--- config.mk ---
export PLATFORM = sky130hd
export DESIGN_NAME = dcache
export DESIGN_NICKNAME = d
export VERILOG_FILES = /design/src/rtl/dcache_pkg.sv /design/src/rtl/dcache_byte_sel.sv /design/src/rtl/dcache.sv
export SDC_FILE = /design/constraint.sdc
export NUM_CORES = 1
export LEC_CHECK = 0
export BUFFER_PORTS_ARGS = -buffer_cell sky130_fd_sc_hd__buf_2
export CORE_MARGIN = 1
export CORE_UTILIZATION = 25
export CTS_BUF_LIST = sky130_fd_sc_hd__clkbuf_8
export DETAILED_ROUTE_END_ITERATION = 7
export SYNTH_ARGS = -nofsm -noshare
export SYNTH_HDL_FRONTEND = slang
export SYNTH_SLANG_ARGS = --single-unit
--- constraint.sdc ---
create_clock -name CLK -period 16.5 [get_ports CLK]
set_input_delay 3.3 -clock CLK [delete_from_list [all_inputs] [get_ports CLK]]
set_output_delay 3.3 -clock CLK [all_outputs]
set_load 0.05 [all_outputs]
--- src/rtl/dcache_pkg.sv ---
// -----------------------------------------------------------------------------
// dcache_pkg
// Shared definitions for the direct-mapped, write-back data cache:
//   - controller state encoding
//   - address field widths and bit positions (tag / index / offset)
//   - geometry constants
//   - byte-merge helper used for store hits
// No ports; imported by dcache and dcache_byte_sel.
// -----------------------------------------------------------------------------
package dcache_pkg;

    // Controller states; encoding is fixed so debug tools can decode it.
    typedef enum logic [1:0] {
        ST_IDLE      = 2'd0,
        ST_WRITEBACK = 2'd1,
        ST_FETCH     = 2'd2
    } state_t;

    // Geometry
    localparam int NUM_BLOCKS = 8;
    localparam int BLOCK_W    = 32;
    localparam int BYTE_W     = 8;
    localparam int ADDR_W     = 8;
    localparam int MEM_ADDR_W = 6;

    // Address fields: tag[7:5], index[4:2], offset[1:0]
    localparam int TAG_W   = 3;
    localparam int IDX_W   = 3;
    localparam int OFF_W   = 2;
    localparam int TAG_MSB = 7;
    localparam int TAG_LSB = 5;
    localparam int IDX_MSB = 4;
    localparam int IDX_LSB = 2;
    localparam int OFF_MSB = 1;
    localparam int OFF_LSB = 0;

    // Replace one byte of a block; byte 0 lives in bits [7:0].
    function automatic logic [BLOCK_W-1:0] merge_byte(
        input logic [BLOCK_W-1:0] blk,
        input logic [OFF_W-1:0]   off,
        input logic [BYTE_W-1:0]  data_byte
    );
        logic [BLOCK_W-1:0] res;
        res = blk;
        case (off)
            2'd0:    res[7:0]   = data_byte;
            2'd1:    res[15:8]  = data_byte;
            2'd2:    res[23:16] = data_byte;
            2'd3:    res[31:24] = data_byte;
            default: res        = blk;
        endcase
        return res;
    endfunction

endpackage

--- src/rtl/dcache_byte_sel.sv ---
// -----------------------------------------------------------------------------
// dcache_byte_sel
// Purely combinational byte extractor: picks one byte of a 32-bit block.
// Ports:
//   block     in  32  cache block, byte 0 in [7:0]
//   offset    in  2   byte offset within the block
//   data_byte out 8   selected byte
// -----------------------------------------------------------------------------
module dcache_byte_sel
    import dcache_pkg::*;
(
    input  logic [BLOCK_W-1:0] block,
    input  logic [OFF_W-1:0]   offset,
    output logic [BYTE_W-1:0]  data_byte
);

    // Offset-driven byte multiplexer
    always_comb begin
        data_byte = 8'h00;
        case (offset)
            2'd0:    data_byte = block[7:0];
            2'd1:    data_byte = block[15:8];
            2'd2:    data_byte = block[23:16];
            2'd3:    data_byte = block[31:24];
            default: data_byte = 8'h00;
        endcase
    end

endmodule

--- src/rtl/dcache.sv ---
// -----------------------------------------------------------------------------
// dcache
// Direct-mapped, write-back data cache: 8 blocks x 4 bytes, byte-wide CPU
// port, block-wide memory port.
// Ports:
//   CLK           in  1   clock
//   RESET         in  1   synchronous active-high reset
//   READ / WRITE  in  1   CPU load / store request (held while BUSYWAIT=1)
//   ADDRESS       in  8   byte address {tag[7:5], index[4:2], offset[1:0]}
//   WRITEDATA     in  8   store byte
//   READDATA      out 8   load byte (live on hit, holds last value on miss)
//   BUSYWAIT      out 1   CPU stall
//   mem_read      out 1   block fetch request
//   mem_write     out 1   block writeback request
//   mem_address   out 6   block address {tag, index}
//   mem_writedata out 32  writeback block
//   mem_readdata  in  32  fetched block
//   mem_busywait  in  1   memory busy
// -----------------------------------------------------------------------------
module dcache
    import dcache_pkg::*;
(
    input  logic                  CLK,
    input  logic                  RESET,
    input  logic                  READ,
    input  logic                  WRITE,
    input  logic [ADDR_W-1:0]     ADDRESS,
    input  logic [BYTE_W-1:0]     WRITEDATA,
    output logic [BYTE_W-1:0]     READDATA,
    output logic                  BUSYWAIT,
    output logic                  mem_read,
    output logic                  mem_write,
    output logic [MEM_ADDR_W-1:0] mem_address,
    output logic [BLOCK_W-1:0]    mem_writedata,
    input  logic [BLOCK_W-1:0]    mem_readdata,
    input  logic                  mem_busywait
);

    // Per-block storage; data and tag are not reset (valid gates their use).
    logic [NUM_BLOCKS-1:0] valid_r;
    logic [NUM_BLOCKS-1:0] dirty_r;
    logic [TAG_W-1:0]      tag_r  [0:NUM_BLOCKS-1];
    logic [BLOCK_W-1:0]    data_r [0:NUM_BLOCKS-1];

    state_t state_r;
    state_t next_state_s;
    // High during the first cycle of a memory state, where mem_busywait is
    // not yet meaningful.
    logic   first_r;

    logic [BYTE_W-1:0] readdata_r;

    logic [TAG_W-1:0]      tag_s;
    logic [IDX_W-1:0]      idx_s;
    logic [OFF_W-1:0]      off_s;
    logic                  hit_s;
    logic [BLOCK_W-1:0]    block_s;
    logic [BYTE_W-1:0]     byte_s;

    logic                  busywait_s;
    logic                  mem_read_s;
    logic                  mem_write_s;
    logic [MEM_ADDR_W-1:0] mem_address_s;
    logic [BLOCK_W-1:0]    mem_writedata_s;
    logic                  write_hit_s;
    logic                  fill_s;

    assign tag_s   = ADDRESS[TAG_MSB:TAG_LSB];
    assign idx_s   = ADDRESS[IDX_MSB:IDX_LSB];
    assign off_s   = ADDRESS[OFF_MSB:OFF_LSB];
    assign block_s = data_r[idx_s];
    assign hit_s   = valid_r[idx_s] & (tag_r[idx_s] == tag_s);

    dcache_byte_sel u_byte_sel (
        .block     (block_s),
        .offset    (off_s),
        .data_byte (byte_s)
    );

    // Next-state, stall and memory-request decode
    always_comb begin
        next_state_s    = state_r;
        busywait_s      = 1'b0;
        mem_read_s      = 1'b0;
        mem_write_s     = 1'b0;
        mem_address_s   = ADDRESS[TAG_MSB:IDX_LSB];
        mem_writedata_s = block_s;
        write_hit_s     = 1'b0;
        fill_s          = 1'b0;
        case (state_r)
            ST_IDLE: begin
                if (READ | WRITE) begin
                    if (hit_s) begin
                        // A store wins when both requests are raised.
                        write_hit_s = WRITE;
                    end else begin
                        busywait_s = 1'b1;
                        if (valid_r[idx_s] & dirty_r[idx_s]) begin
                            next_state_s = ST_WRITEBACK;
                        end else begin
                            next_state_s = ST_FETCH;
                        end
                    end
                end else begin
                    next_state_s = ST_IDLE;
                end
            end
            ST_WRITEBACK: begin
                busywait_s    = 1'b1;
                mem_write_s   = 1'b1;
                mem_address_s = {tag_r[idx_s], idx_s};
                if (!first_r && !mem_busywait) begin
                    next_state_s = ST_FETCH;
                end else begin
                    next_state_s = ST_WRITEBACK;
                end
            end
            ST_FETCH: begin
                busywait_s = 1'b1;
                mem_read_s = 1'b1;
                if (!first_r && !mem_busywait) begin
                    next_state_s = ST_IDLE;
                    fill_s       = 1'b1;
                end else begin
                    next_state_s = ST_FETCH;
                end
            end
            default: begin
                next_state_s = ST_IDLE;
            end
        endcase
    end

    // State register and first-cycle marker
    always_ff @(posedge CLK) begin
        if (RESET) begin
            state_r <= ST_IDLE;
            first_r <= 1'b0;
        end else begin
            state_r <= next_state_s;
            first_r <= (next_state_s != state_r);
        end
    end

    // Valid/dirty bits: cleared by reset, set by fill or store hit
    always_ff @(posedge CLK) begin
        if (RESET) begin
            valid_r <= 8'h00;
            dirty_r <= 8'h00;
        end else if (fill_s) begin
            valid_r[idx_s] <= 1'b1;
            dirty_r[idx_s] <= 1'b0;
        end else if (write_hit_s) begin
            dirty_r[idx_s] <= 1'b1;
        end else begin
            valid_r <= valid_r;
            dirty_r <= dirty_r;
        end
    end

    // Data/tag arrays: a transfer abandoned by reset leaves them untouched
    always_ff @(posedge CLK) begin
        if (!RESET && fill_s) begin
            data_r[idx_s] <= mem_readdata;
            tag_r[idx_s]  <= tag_s;
        end else if (!RESET && write_hit_s) begin
            data_r[idx_s] <= merge_byte(block_s, off_s, WRITEDATA);
        end
    end

    // Last hit byte, replayed on READDATA while there is no hit
    always_ff @(posedge CLK) begin
        if (RESET) begin
            readdata_r <= 8'h00;
        end else if (hit_s) begin
            readdata_r <= byte_s;
        end else begin
            readdata_r <= readdata_r;
        end
    end

    assign READDATA      = hit_s ? byte_s : readdata_r;
    assign BUSYWAIT      = RESET ? 1'b0 : busywait_s;
    assign mem_read      = mem_read_s;
    assign mem_write     = mem_write_s;
    assign mem_address   = mem_address_s;
    assign mem_writedata = mem_writedata_s;

endmodule

==> results.cfg <==
[status]
status = completed

[final_layout]
regArea_um2 = 8950
drive_gt1_frac = 0.270
area_growth_pct = 14.7
final_nets = 1034
fillers = 5380
multi_input_area_um2 = 4170
finalNonFillerCells = 1700

[place]
port_buffers = 101
post-place-cells = 1616
dpl_worst_slack_ps = 6320
dpl.hpwl_um = 24800
gp_congestion = 0.822

[clock_tree]
post_cts_buffers = 0
clock_sinks = 307
ctsHoldBuffers = 0
root_buffer = clkbuf_8
clk_pin_slew_ps = 60
clockBufferDepth = 3
clkLatencyLatePin_ps = 600
cts_tree = built
cts_resized = 0
ctsHtreeMaxLevel = 2
numCtsBuffers = 47

[die]
die_w_um = 234
dieArea_um2 = 54900
start_util = 0.255
coreArea_um2 = 53000
io_pins = 102
die_h_um = 234
rows = 84

[worst_setup_path]
crit_slowest_cell = buf_4
r2r-end = data_r[4][21]
path_cells = buf_4 > buf_4 > nor2_1 > o2bb2ai_1 > o21ai_0 > and4_1 > a21oi_1 > nor2_1 > buf_2
reg2reg_setup_slack_ps = 12060
r2r_start = tag_r[1][2]
r2r_cells = 7
arrival_ps = 6870
crit_start = ADDRESS[4]
crit_fanout = 57
crit_path_end_kind = output pin
crit_type = primary input to output pin
cp.required_ps = 13200
start_kind = primary input
crit_path_max_incr_delay_ps = 720

[timing]
rsz0062_at_grt = no
setup_viol = 0
hold_viol = 0
setup_tns_ps = 0
slew_headroom = 0.268
fmax_mhz = 98.3
skew_ps = 30.1
max_slew.worst_pin.slew_ps = 1100
timing.final.crit_share = 0.617
setup_ws_ps = 6330
post-route-min-period_ps = 10170
final_max_slew_viol_count = 0

[yosys]
yosysWarnings = 0
synth-seq-area-share = 0.663
synth_area_leaders = edfxtp_1, mux4_2, dfxtp_1, mux2_2, mux2_1
synth_edf_count = 280
synth.cell_area_um2 = 13500
synth-seq-cells = 307
synth_commonest_cells = edfxtp_1, nand2_1, mux2_2, nor2_1, mux4_2
syn-num-nets = 928
dominantRegCellSynth = edfxtp_1
synth_area_per_cell_um2 = 15.5
yosysTopAreaCellShare = 0.623
async_reset_ff_frac = 0
yosysTopAreaCell = edfxtp_1
synth_cell_types = 68
syn_inst = 871
synth_most_common_cell = edfxtp_1

[detailed_routing]
first_pass_iters = 5
routedWlPerCell_um = 23.1
drt-total-wl_um = 39400
route.antenna.remaining_nets = 0
vias = 8454
viasPerCell = 4.97
drt_iter0_drc = 879
drc = 0

[global_route]
grt_pass1_vias = 8337
grt.total_usage = 0.143
grt_pass1_wl_um = 56900
gr-total-overflow = 0
antenna_found_initial = 2
grt_max_degree = 62

[pwr]
cellLeakagePower_nw = 5.24
p_total_mw = 1.60
powerDensity_nw_per_um2 = 103
vdd_drop_max_v = 0.0000459

[hold_path]
min_from = valid_r[1]
holdPathStages = 1
min_to = valid_r[1]
hold_path.class = register to register

[run]
drv_cap = 0
-- registers in the layout (all words and copies together), names as in the netlist, named ones only --
signal / count
tag_r: 24
first_r: 1
data_r: 256
readdata_r: 8
valid_r: 8
state_r: 2
-- worst max-delay path by stage --
stage	to	slack, ps	cells after the start
3_3_place_gp	READDATA[5]	6420	9
4_1_cts	READDATA[5]	6300	9
3_5_place_dp	READDATA[5]	6320	9
2_1_floorplan	data_r[1][0]	6290	8
5_1_grt	READDATA[5]	6040	9
6_report	READDATA[1]	6330	9
-- cell type report --
cell class	count	share of cell area
Timing Repair Buffer	115	0.0399
Antenna cell	1	0.000162
Inverter	16	0.00388
Clock inverter	35	0.00995
Tap cell	688	0.0556
Clock buffer	48	0.0427
Multi-Input combinational cell	490	0.269
Sequential cell	307	0.578
-- worst max-delay path: cells and delay by family --
kind                   cells  cell delay [ps]
AND/OR/NAND/NOR            3             1290
buffers and inverters      3             1520
AO/OA/AOI/OAI              3              670
-- power by group --
part | switching, mW | internal (mW)
logic | 0.123 | 0.0489
clock network | 0.300 | 0.271
registers | 0.00195 | 0.854
total | 0.425 | 1.17
-- placed cells by master (no fill, tap or decap), drive strengths merged, types with 5 or more instances in the layout --
cell and n:
a2111oi 5, a211oi 14, a21o 8, a21oi 31
a221o 6, a221oi 22, a22oi 7, a31oi 8
and2 7, and3 7, buf 115, clkbuf 48
clkinv 15, dfxtp 27, edfxtp 280, inv 35
mux2 74, mux2i 27, mux4 34, nand2 61
nand2b 6, nand3 8, nand3b 12, nor2 43
nor2b 7, nor3 21, nor3b 5, o211ai 7
o21ai 17, o22ai 11
-- per-layer routing --
layer | wire length, um | vias up | global-route usage
li1 | - | 3676 | -
met1 | 17000 | 4340 | 0.198
met2 | 18100 | 369 | 0.221
met3 | 3190 | 69 | 0.0319
met4 | 1090 | 0 | 0.0480
met5 | 0 | - | 0
-- per-stage QoR --
stage / util / area (um2) / hold slack, ps
floorplan: - / 13500 / 421
CTS: 0.292 / 15500 / 454
global route: 0.292 / 15500 / 463
detailed placement: 0.277 / 14700 / 439
global placement: 0.277 / 14700 / 428
finish: 0.292 / 15500 / 450
-- kinds of logic after synthesis --
logic type / after synthesis / share of synthesized area
buffers and inverters: 74 / 0.0341
adders and majority gates: 4 / 0.00371
muxes: 135 / 0.141
and+or+nand+nor: 190 / 0.0717
DFF: 307 / 0.663
AOI/OAI and AO/OA: 161 / 0.0865
Power figures use the tool's default switching activity.
